--- config.mk ---
export PLATFORM = sky130hd
export DESIGN_NAME = instr_encoder
export DESIGN_NICKNAME = d
export VERILOG_FILES = /design/src/rtl/instr_encoder.sv
export SDC_FILE = /design/constraint.sdc
export NUM_CORES = 1
export LEC_CHECK = 0
export ABC_AREA = 1
export CORE_ASPECT_RATIO = 0.6
export CORE_UTILIZATION = 48
export CTS_BUF_LIST = sky130_fd_sc_hd__clkbuf_2
export CTS_CLUSTER_SIZE = 16
export DETAILED_ROUTE_END_ITERATION = 8
export HOLD_SLACK_MARGIN = 0.12
export PLACE_DENSITY = 0.85
export SYNTH_ARGS = -nofsm -noshare
export SYNTH_HDL_FRONTEND = slang
export SYNTH_SLANG_ARGS = --single-unit
export TNS_END_PERCENT = 50
--- constraint.sdc ---
create_clock -name clk -period 3.4 [get_ports clk]
set_input_delay 0.85 -clock clk [delete_from_list [all_inputs] [get_ports clk]]
set_output_delay 0.85 -clock clk [all_outputs]
set_load 0.005 [all_outputs]
--- src/rtl/instr_encoder.sv ---
// RV32I field-bundle encoder: packs one instruction per handshake and writes it
// sequentially into instruction memory. Optional immediate range checking: ENC_IMM_CHECK_EN.
//
// state   | meaning
// S_IDLE  | ready for a bundle (unless full or clr)
// S_WRITE | mem_we high, holding addr/wdata until mem_ack
module instr_encoder #(
    parameter int ADDR_W = 10
) (
    input  logic              clk,
    input  logic              rst,
    input  logic              in_valid,
    output logic              in_ready,
    input  logic [2:0]        cls,
    input  logic [2:0]        funct3,
    input  logic              alt,
    input  logic [4:0]        rd,
    input  logic [4:0]        rs1,
    input  logic [4:0]        rs2,
    input  logic [31:0]       imm,
    input  logic              clr,
    output logic              mem_we,
    output logic [ADDR_W-1:0] mem_addr,
    output logic [31:0]       mem_wdata,
    input  logic              mem_ack,
    output logic [ADDR_W:0]   count,
    output logic              full,
    output logic              err
);

    localparam logic [ADDR_W:0] DEPTH   = (ADDR_W+1)'(1) << ADDR_W;
    localparam logic [31:0]     NOP     = 32'h0000_0013;
    localparam logic [0:0]      S_IDLE  = 1'b0;
    localparam logic [0:0]      S_WRITE = 1'b1;

    localparam logic [6:0] OP_R      = 7'b0110011;
    localparam logic [6:0] OP_IMM    = 7'b0010011;
    localparam logic [6:0] OP_LOAD   = 7'b0000011;
    localparam logic [6:0] OP_STORE  = 7'b0100011;
    localparam logic [6:0] OP_BRANCH = 7'b1100011;
    localparam logic [6:0] OP_JAL    = 7'b1101111;
    localparam logic [6:0] OP_JALR   = 7'b1100111;

    logic [0:0]        state_q, state_d;
    logic [ADDR_W-1:0] ptr_q, ptr_d;
    logic [ADDR_W:0]   count_q, count_d;
    logic [31:0]       wdata_q, wdata_d;
    logic              err_q, err_d;

    logic [6:0]  f7_alt;
    logic [31:0] enc_raw;
    logic [31:0] enc_word;
    logic        viol;

    always_comb begin
        enc_raw = NOP;
        f7_alt  = alt ? 7'b0100000 : 7'b0000000;
        case (cls)
            3'd0: enc_raw = {((funct3 == 3'b000) || (funct3 == 3'b101)) ? f7_alt : 7'b0000000,
                             rs2, rs1, funct3, rd, OP_R};
            3'd1: begin
                if (funct3 == 3'b001)
                    enc_raw = {7'b0000000, imm[4:0], rs1, funct3, rd, OP_IMM};
                else if (funct3 == 3'b101)
                    enc_raw = {f7_alt, imm[4:0], rs1, funct3, rd, OP_IMM};
                else
                    enc_raw = {imm[11:0], rs1, funct3, rd, OP_IMM};
            end
            3'd2: enc_raw = {imm[11:0], rs1, funct3, rd, OP_LOAD};
            3'd3: enc_raw = {imm[11:5], rs2, rs1, funct3, imm[4:0], OP_STORE};
            3'd4: enc_raw = {imm[12], imm[10:5], rs2, rs1, funct3, imm[4:1], imm[11], OP_BRANCH};
            3'd5: enc_raw = {imm[20], imm[10:1], imm[11], imm[19:12], rd, OP_JAL};
            3'd6: enc_raw = {imm[11:0], rs1, 3'b000, rd, OP_JALR};
            default: enc_raw = NOP;
        endcase
    end

`ifdef ENC_IMM_CHECK_EN
    logic signed [31:0] imm_s;
    assign imm_s = imm;

    always_comb begin
        viol = 1'b0;
        case (cls)
            3'd1: begin
                if ((funct3 == 3'b001) || (funct3 == 3'b101))
                    viol = (imm_s < 0) || (imm_s > 31);
                else
                    viol = (imm_s < -32'sd2048) || (imm_s > 32'sd2047);
            end
            3'd2, 3'd3, 3'd6: viol = (imm_s < -32'sd2048) || (imm_s > 32'sd2047);
            3'd4: viol = (imm_s < -32'sd4096) || (imm_s > 32'sd4094) || imm[0];
            3'd5: viol = (imm_s < -32'sd1048576) || (imm_s > 32'sd1048574) || imm[0];
            3'd7: viol = 1'b1;
            default: viol = 1'b0;
        endcase
    end
`else
    // Without range checking the upper immediate bits are simply truncated.
    logic unused_imm_hi;
    assign unused_imm_hi = ^imm[31:21];
    assign viol = 1'b0;
`endif

    assign enc_word = viol ? NOP : enc_raw;

    assign full      = (count_q == DEPTH);
    assign in_ready  = (state_q == S_IDLE) && !full && !clr;
    assign mem_we    = (state_q == S_WRITE);
    assign mem_addr  = ptr_q;
    assign mem_wdata = wdata_q;
    assign count     = count_q;
    assign err       = err_q;

    always_comb begin
        state_d = state_q;
        ptr_d   = ptr_q;
        count_d = count_q;
        wdata_d = wdata_q;
        err_d   = err_q;
        if (state_q == S_IDLE) begin
            if (clr) begin
                ptr_d   = '0;
                count_d = '0;
                err_d   = 1'b0;
            end else if (in_valid && in_ready) begin
                wdata_d = enc_word;
                err_d   = err_q | viol;
                state_d = S_WRITE;
            end
        end else if (mem_ack) begin
            // Pointer wraps to 0 on the final write; count parks at DEPTH.
            ptr_d   = ptr_q + ADDR_W'(1);
            count_d = full ? count_q : count_q + (ADDR_W+1)'(1);
            state_d = S_IDLE;
        end
    end

    always_ff @(posedge clk) begin
        if (rst) begin
            state_q <= S_IDLE;
            ptr_q   <= '0;
            count_q <= '0;
            wdata_q <= '0;
            err_q   <= 1'b0;
        end else begin
            state_q <= state_d;
            ptr_q   <= ptr_d;
            count_q <= count_d;
            wdata_q <= wdata_d;
            err_q   <= err_d;
        end
    end

endmodule
# Yosys cells after proc, flatten, opt, wreduce, memory -nomap -nowiden
# Cells that the tools add are included.
# word_totals
ff_bits,54
latchBits,0
ram_bits,0
mem_bits_ro,0
inputBits,59
output_inout_bits,57
wordCells,47
n_memories,0
# classes
addsub,2
mul,0
div,0
magnitude_cmp,0
n_eq_ne,11
shifts,0
n_mux,16
n_bitwise,2
n_reduce_logical,12
# op_table
op,n
one-hot mux 32 bit (7 select lines),1
2-to-1 mux 32 bit,2
2-to-1 mux 11 bit,4
2-to-1 mux 10 bit,3
== test 3 bit (second input constant),4
2-to-1 mux 6 bit,2
adder 11 x 1 -> 11 bit (second input constant),1
== test 11 bit (second input constant),1
adder 10 x 1 -> 10 bit (second input constant),1
== test 3 x 1 -> 1 bit (second input constant),2
== test 3 x 2 -> 1 bit (second input constant),2
zero test 3 bit,2
AND reduction 3 bit,2
2-to-1 mux 1 bit,4
!= test 2 bit (second input constant),2
logical AND 1 bit,3
zero test 1 bit,2
NOT 1 bit,2
AND reduction 2 bit,1
nonzero test 2 bit,1
logical OR 1 bit,1

# Logic depth before layout (Yosys ltp)
# Gate-level depths: netlist of run 1.
# logic_depth
ltp_word,8
mapped_depth,10
mapped_depth_nobuf,10

# Worst setup path before layout of run 1
# No wires, ideal clock.
# synth_path
path_kind,input -> output
startpoint,in clr
endpoint,out in_ready
t_arrival_ns,1.167
t_required_ns,2.550
slack_ns,1.383
cell_stages,3
path_buffers,0
path_cell_list,nor2_1 -> nand2_1 -> inv_1
# synth_via
elab_chain_cells,2
# synth_lines
element,line,text
"start, declared",21,"input logic clr,"
zero test 1 bit,108,assign in_ready = (state_q == S_IDLE) && !full && !clr;
logical AND 1 bit,108,
"end, declared",13,"output logic in_ready,"
# No other way between the ends.

# Worst setup path in the final report of run 1
# layout_path
startpoint,"reg count_q[0], in the netlist count[0]"
endpoint,out in_ready
# layout_via
elab_chain_cells,4
# layout_lines
element,line,text
"start, declared",46,"logic [ADDR_W:0] count_q, count_d;"
"start signal, assigned",149,count_q <= count_d;
== test 11 bit,107,assign full = (count_q == DEPTH);
zero test 1 bit,108,
logical AND 1 bit (2 in a row),108,
# No other way between the ends.

==> flow_summary.toml, run 1 <==
[finish]
fill_cells = 536
regArea_um2 = 1060
multi_input_area_um2 = 1570
fin_util_pct = 69.9
num-nets-final = 599
postLayoutCellArea_um2 = 3980
area_growth_pct = 36.9
layout-drive-gt1-share_pct = 5.76
diodes = 0

[critical_path]
critical_path_class = "reg -> out"
cp_slowest_cell = "dfxtp_1"
worstPathRequired_ps = 2550
cpPeakStageDelay_ps = 530
crit_chain = "inv_1, ha_1, nand2_1, nor3_4, nand2_4, nand2_1, inv_1, clkdlybuf4s50_1"
critPathArrivalTime_ps = 2190
r2r_start = "count[0]"
endpoint_kind = "primary output"
worstPathMaxFanout = 7
cp-start-kind = "flop"
r2r_cells = 9
ff2ff_setup_slack_ps = 1230
r2r-end = "mem_wdata[4]"

[synthesis]
yosys.area_share.simple_pct = 38.5
synth_top_area_cell = "dfxtp_1"
ys_seq_area_share_pct = 36.5
synth_ff_type = "dfxtp_1"
synth-seq-cells = 53
ys_warn_count = 0
synth-compound-area-share_pct = 13.4
syn_area_um2 = 2910
synth_top_family_by_area = "simple AND/OR/NAND/NOR gates"
syn-num-nets = 505
synth_cells = 443
synth.top_cell.area_share_pct = 36.5
yosys.area_share.adder_pct = 1.29
muxShareOfSynthArea_pct = 0
async_flop_share_pct = 0
ys_types = 37
synth_edf_count = 0
avgSynthCellArea_um2 = 6.57
synth.area.top_cells = "dfxtp_1, nand2_1, a21oi_1"
synth-xor-area-share_pct = 0.602

[clock_network]
cts_setup_buffers = 0
clkSinkCount = 53
insertion_delay_ps = 440
numCtsBuffers = 5
cts_root_buf = "clkbuf_2"
cts-resized-gates = 0
cts_hold_buf = 0
htree_levels = 2
clockBufferDepth = 2
clk_pin_slew_ps = 250
cts_tree = "done"

[timing]
slew_viol_final = 0
fin_ws_ps = 356
fin_crit_ps = 3040
rsz0062_at_grt = "false"
max_freq_mhz = 329
fin_tns_setup_ps = 0
fin_skew_ps = 11.0
fin_crit_sh_pct = 89.5
setup_viol = 0
hold_viol = 0

[place]
gp_congestion = 0.935
place_area_um2 = 3920
port_buffers = 103
dp_hpwl_um = 6360
dp_worst_setup_slack_ps = 437

[power_and_ir_drop]
powerDensity_nw_per_um2 = 304
leakage_nw = 1.58
vdd_drop_max_mv = 0.149

[route]
drt_drc_violations_left = 0
drt_iter0_drc = 206
drt_pass1_iterations = 5
detail_route.wl_per_cell_um = 13.2
vias = 3210
wl_um = 8170
vias_per_cell = 5.19
drtAntennaViolNets = 0

[floorplan]
start_util_pct = 51.0
io_pins = 116
die-width_um = 103
die_area_um2 = 6390
coreArea_um2 = 5700
floorplan.die.height_um = 62.3
rows = 21

[grt]
grtUsageTotal_pct = 26.9
grt_overflow = 0
grt_max_degree = 34
antenna_found_initial = 0
grt_pass1_wl_um = 13400
grt_pass1_vias = 2905

[min_path]
hold-path-endpoint = "mem_wdata[15]"
worstHoldStart = "mem_wdata[15]"
hold_depth = 2
hold_path.class = "reg -> reg"

[job]
cap_viol_max_count = 0

[status]
status = "finished clean"
## routing by layer
metal / GRT usage [%] / vias up / wire [µm]
li1: - / 1614 / -
met1: 37.4 / 1493 / 3960
met2: 41.1 / 94 / 3560
met3: 7.43 / 9 / 585
met4: 6.43 / 0 / 66
met5: 0 / - / 0
## worst max-delay path by stage
stage                     startpoint  endpoint  depth (start not counted)
after floorplan                  clr  in_ready                          3
after global placement           clr  in_ready                          5
after detailed placement         clr  in_ready                          5
after CTS                   count[0]  in_ready                          8
after global routing        count[0]  in_ready                          8
final                       count[0]  in_ready                          8
## report_power, final
group	leakage, nW	total (mW)	internal, mW	switching [mW]
Sequential	0.430	0.653	0.641	0.0125
Clock	0.0432	0.328	0.129	0.199
Combinational	1.11	0.229	0.115	0.115
Total	1.58	1.21	0.884	0.326
## metrics by stage
| step | hold WS (ps) | total power [mW] | instances |
|---|---|---|---|
| finish | 482 | 1.21 | 618 |
| global route | 502 | 1.27 | 618 |
| CTS | 483 | 1.21 | 618 |
| detailed placement | 457 | 0.893 | 610 |
| global placement | 451 | 0.888 | 610 |
| floorplan | 460 | 0.783 | 443 |
## flip-flops by register name, summed over array words and instances (netlist names)
register   flops
mem_wdata     31
mem_addr      10
count         11
mem_we         1
## kinds of logic (layout without fill, tap and decap cells)
logic type / Yosys count / after routing
compound gates: 69 / 69
simple gates: 261 / 261
buf+inv: 54 / 149
other cells: 1 / 1
fa+ha+maj: 3 / 3
flops: 53 / 53
xor+xnor: 2 / 2
## critical path: cells and delay by family (launching register included)
kind / cells / cell delay [ps]
buffers and inverters: 3 / 650
flip-flops: 1 / 530
AND/OR/NAND/NOR: 4 / 360
adder cells (fa/ha/maj): 1 / 220
## area by class of cell
| cell class | count | area share, % |
|---|---|---|
| well taps | 80 | 2.51 |
| inverters | 36 | 3.45 |
| flip-flops and latches | 53 | 26.6 |
| clock buffers | 6 | 0.754 |
| clock inverters | 2 | 0.974 |
| multi-input cells | 336 | 39.4 |
| repair buffers | 105 | 26.3 |
## cells in the final DEF, fill, tap and decap left out, types with 7 or more instances in the layout
master	Yosys	routed
nand4_1	10	10
nand2_1	172	172
a21oi_1	43	43
a21oi_2	7	7
o21ai_0	12	12
nor2_1	31	31
nand3_1	31	31
inv_1	31	31
dfxtp_1	53	53
clkdlybuf4s50_1	0	103
## synthesized netlist by cell type, types with 4 or more instances
cell and number:
inv_1 31, nor3_1 4, o21ai_0 12, nand3_1 31, clkbuf_1 5, nand2_1 172
inv_2 4, buf_4 4, a21oi_2 7, nor2_1 31, nand4_1 10, a21oi_1 43
dfxtp_1 53
(Power assumes the default switching activity.)
==> inputs of run 2 (changes only) <==
ABC_AREA = unset   (was 1)
CTS_CLUSTER_DIAMETER = 120   (was unset)
PLACE_DENSITY = 0.86   (was 0.85)
==> flow_summary.toml, run 2 <==
[status]
status = "finished clean"

[place]
dp_hpwl_um = 5660
dp_worst_setup_slack_ps = 474
gp_congestion = 0.762
port_buffers = 103

[timing]
fin_crit_sh_pct = 92.1
fin_ws_ps = 270
max_freq_mhz = 319
fin_crit_ps = 3130
rsz0062_at_grt = "false"
slew_viol_final = 0
fin_skew_ps = 26.3
slew_headroom_pct = 64.0
hold_viol = 0
fin_tns_setup_ps = 0
setup_viol = 0
worst_slew_pin_slew_ps = 539
whs_ps = 472

[critical_path]
worstPathMaxFanout = 7
r2r-end = "mem_wdata[25]"
endpoint_kind = "primary output"
critPathArrivalTime_ps = 2280
critical_path_class = "reg -> out"
worstSetupEndpoint = "in_ready"
worstPathRequired_ps = 2550
r2r_start = "mem_we"
r2r_cells = 4
crit_start = "count[0]"
cp-start-kind = "flop"
ff2ff_setup_slack_ps = 1430

[grt]
grt_pass1_vias = 2410
grt_max_degree = 36
grt_overflow = 0
grt_pass1_wl_um = 11600
grtUsageTotal_pct = 23.8
antenna_found_initial = 0

[route]
drt_pass1_iterations = 4
wl_um = 7790
drt_drc_violations_left = 0
drt_iter0_drc = 155
vias = 2917
drtAntennaViolNets = 0
detail_route.wl_per_cell_um = 14.8
vias_per_cell = 5.56

[synthesis]
synth_top_area_cell = "dfxtp_1"
async_flop_share_pct = 0
ys_warn_count = 0
synth_commonest_cells = "dfxtp_1, nor2_1, a21oi_1"
synth_cells = 356
synth.top_cell.area_share_pct = 36.8
ys_types = 50
synth_edf_count = 0
syn-num-nets = 418
ys_seq_area_share_pct = 36.8
syn_area_um2 = 2880
avgSynthCellArea_um2 = 8.10
synth_most_common_cell = "dfxtp_1"
synth-seq-cells = 53
synth.area.top_cells = "dfxtp_1, nor2_1, a21oi_1"
synth_ff_type = "dfxtp_1"

[floorplan]
die-width_um = 102
die_area_um2 = 6330
floorplan.die.height_um = 62.0
start_util_pct = 50.8
coreArea_um2 = 5680
rows = 21
io_pins = 116

[clock_network]
cts_setup_buffers = 0
numCtsBuffers = 5
cts-resized-gates = 0
cts_tree = "done"
cts_hold_buf = 0
cts_root_buf = "clkbuf_2"
clk_pin_slew_ps = 260
clockBufferDepth = 2
htree_levels = 2
insertion_delay_ps = 430
clkSinkCount = 53

[job]
cap_viol_max_count = 0

[finish]
fin_util_pct = 71.0
layout_commonest_cell = "clkdlybuf4s50_1"
layout-drive-gt1-share_pct = 6.07
layout_common_cells = "clkdlybuf4s50_1, dfxtp_1, nor2_1"
area_growth_pct = 39.8
diodes = 0
num-nets-final = 506
largest_register_ffs = 31

[power_and_ir_drop]
vdd_drop_max_mv = 0.179
leakage_nw = 1.39
powerDensity_nw_per_um2 = 328

[min_path]
hold_path.class = "reg -> reg"
## run 2: cell count changes after synthesis, sizes merged, moves of 8 or more
| cell | before | now |
|---|---|---|
| nor3b | 0 | 8 |
| nand2b | 0 | 11 |
| nor2b | 0 | 15 |
| inv | 36 | 8 |
| xor2 | 2 | 10 |
| nor3 | 5 | 22 |
| a211oi | 0 | 14 |
| clkbuf | 5 | 20 |
| a21oi | 50 | 28 |
| nand2 | 176 | 20 |
| nand3 | 33 | 17 |
## run 2: worst min path at each step
stage	start	to	slack, ps	cells past startpoint
2_1_floorplan	mem_wdata[3]	mem_wdata[3]	450	2
3_3_place_gp	mem_wdata[6]	mem_wdata[6]	440	2
3_5_place_dp	mem_wdata[5]	mem_wdata[5]	450	2
4_1_cts	mem_wdata[5]	mem_wdata[5]	470	2
5_1_grt	mem_wdata[2]	mem_wdata[2]	500	2
6_report	mem_wdata[5]	mem_wdata[5]	470	2
## run 2: layout make-up
cell class	instances	area (µm²)
Tap cell	80	100
Clock inverter	3	65.1
Inverter	8	30.0
Fill cell	480	1650
Timing Repair Buffer	111	1090
Clock buffer	5	25.0
Sequential cell	53	1060
Multi-Input combinational cell	265	1660
## run 2: layer usage
metal,GRT usage [%],wire (µm),up-vias
met5,0,0,-
met4,2.45,0,0
met3,4.70,530,0
met2,38.3,3540,87
met1,34.5,3720,1374
li1,-,-,1456
## run 2: kinds of logic (layout without fill, tap and decap cells)
logic type | after synthesis | in the layout | share of synthesized area, %
muxes | 5 | 5 | 1.82
xor gates and xnor gates | 14 | 14 | 4.25
buffers and inverters | 38 | 127 | 5.95
and+or+nand+nor | 160 | 160 | 29.7
adders and majority gates | 3 | 3 | 1.30
AOI/OAI and AO/OA | 82 | 82 | 20.1
DFF | 53 | 53 | 36.8
other | 1 | 1 | 0.130
## run 2: critical path: stages (launching register included)
cell,delay [ps]
dfxtp_1,500
inv_1,70
ha_1,200
nor2b_1,170
and4_1,260
nor3_1,150
clkdlybuf4s50_1,520
## run 2: metrics by stage
step	std cells	power, mW	area (µm²)
global placement	517	0.929	3940
detailed placement	517	0.935	3940
CTS	525	1.33	4030
floorplan	356	0.800	2880
global route	525	1.38	4030
finish	525	1.32	4030
## run 2: report_power, final
part           internal (mW)  leakage [nW]  switching (mW)
logic                  0.145         0.908           0.119
clock network          0.196        0.0529           0.200
registers              0.646         0.431          0.0145
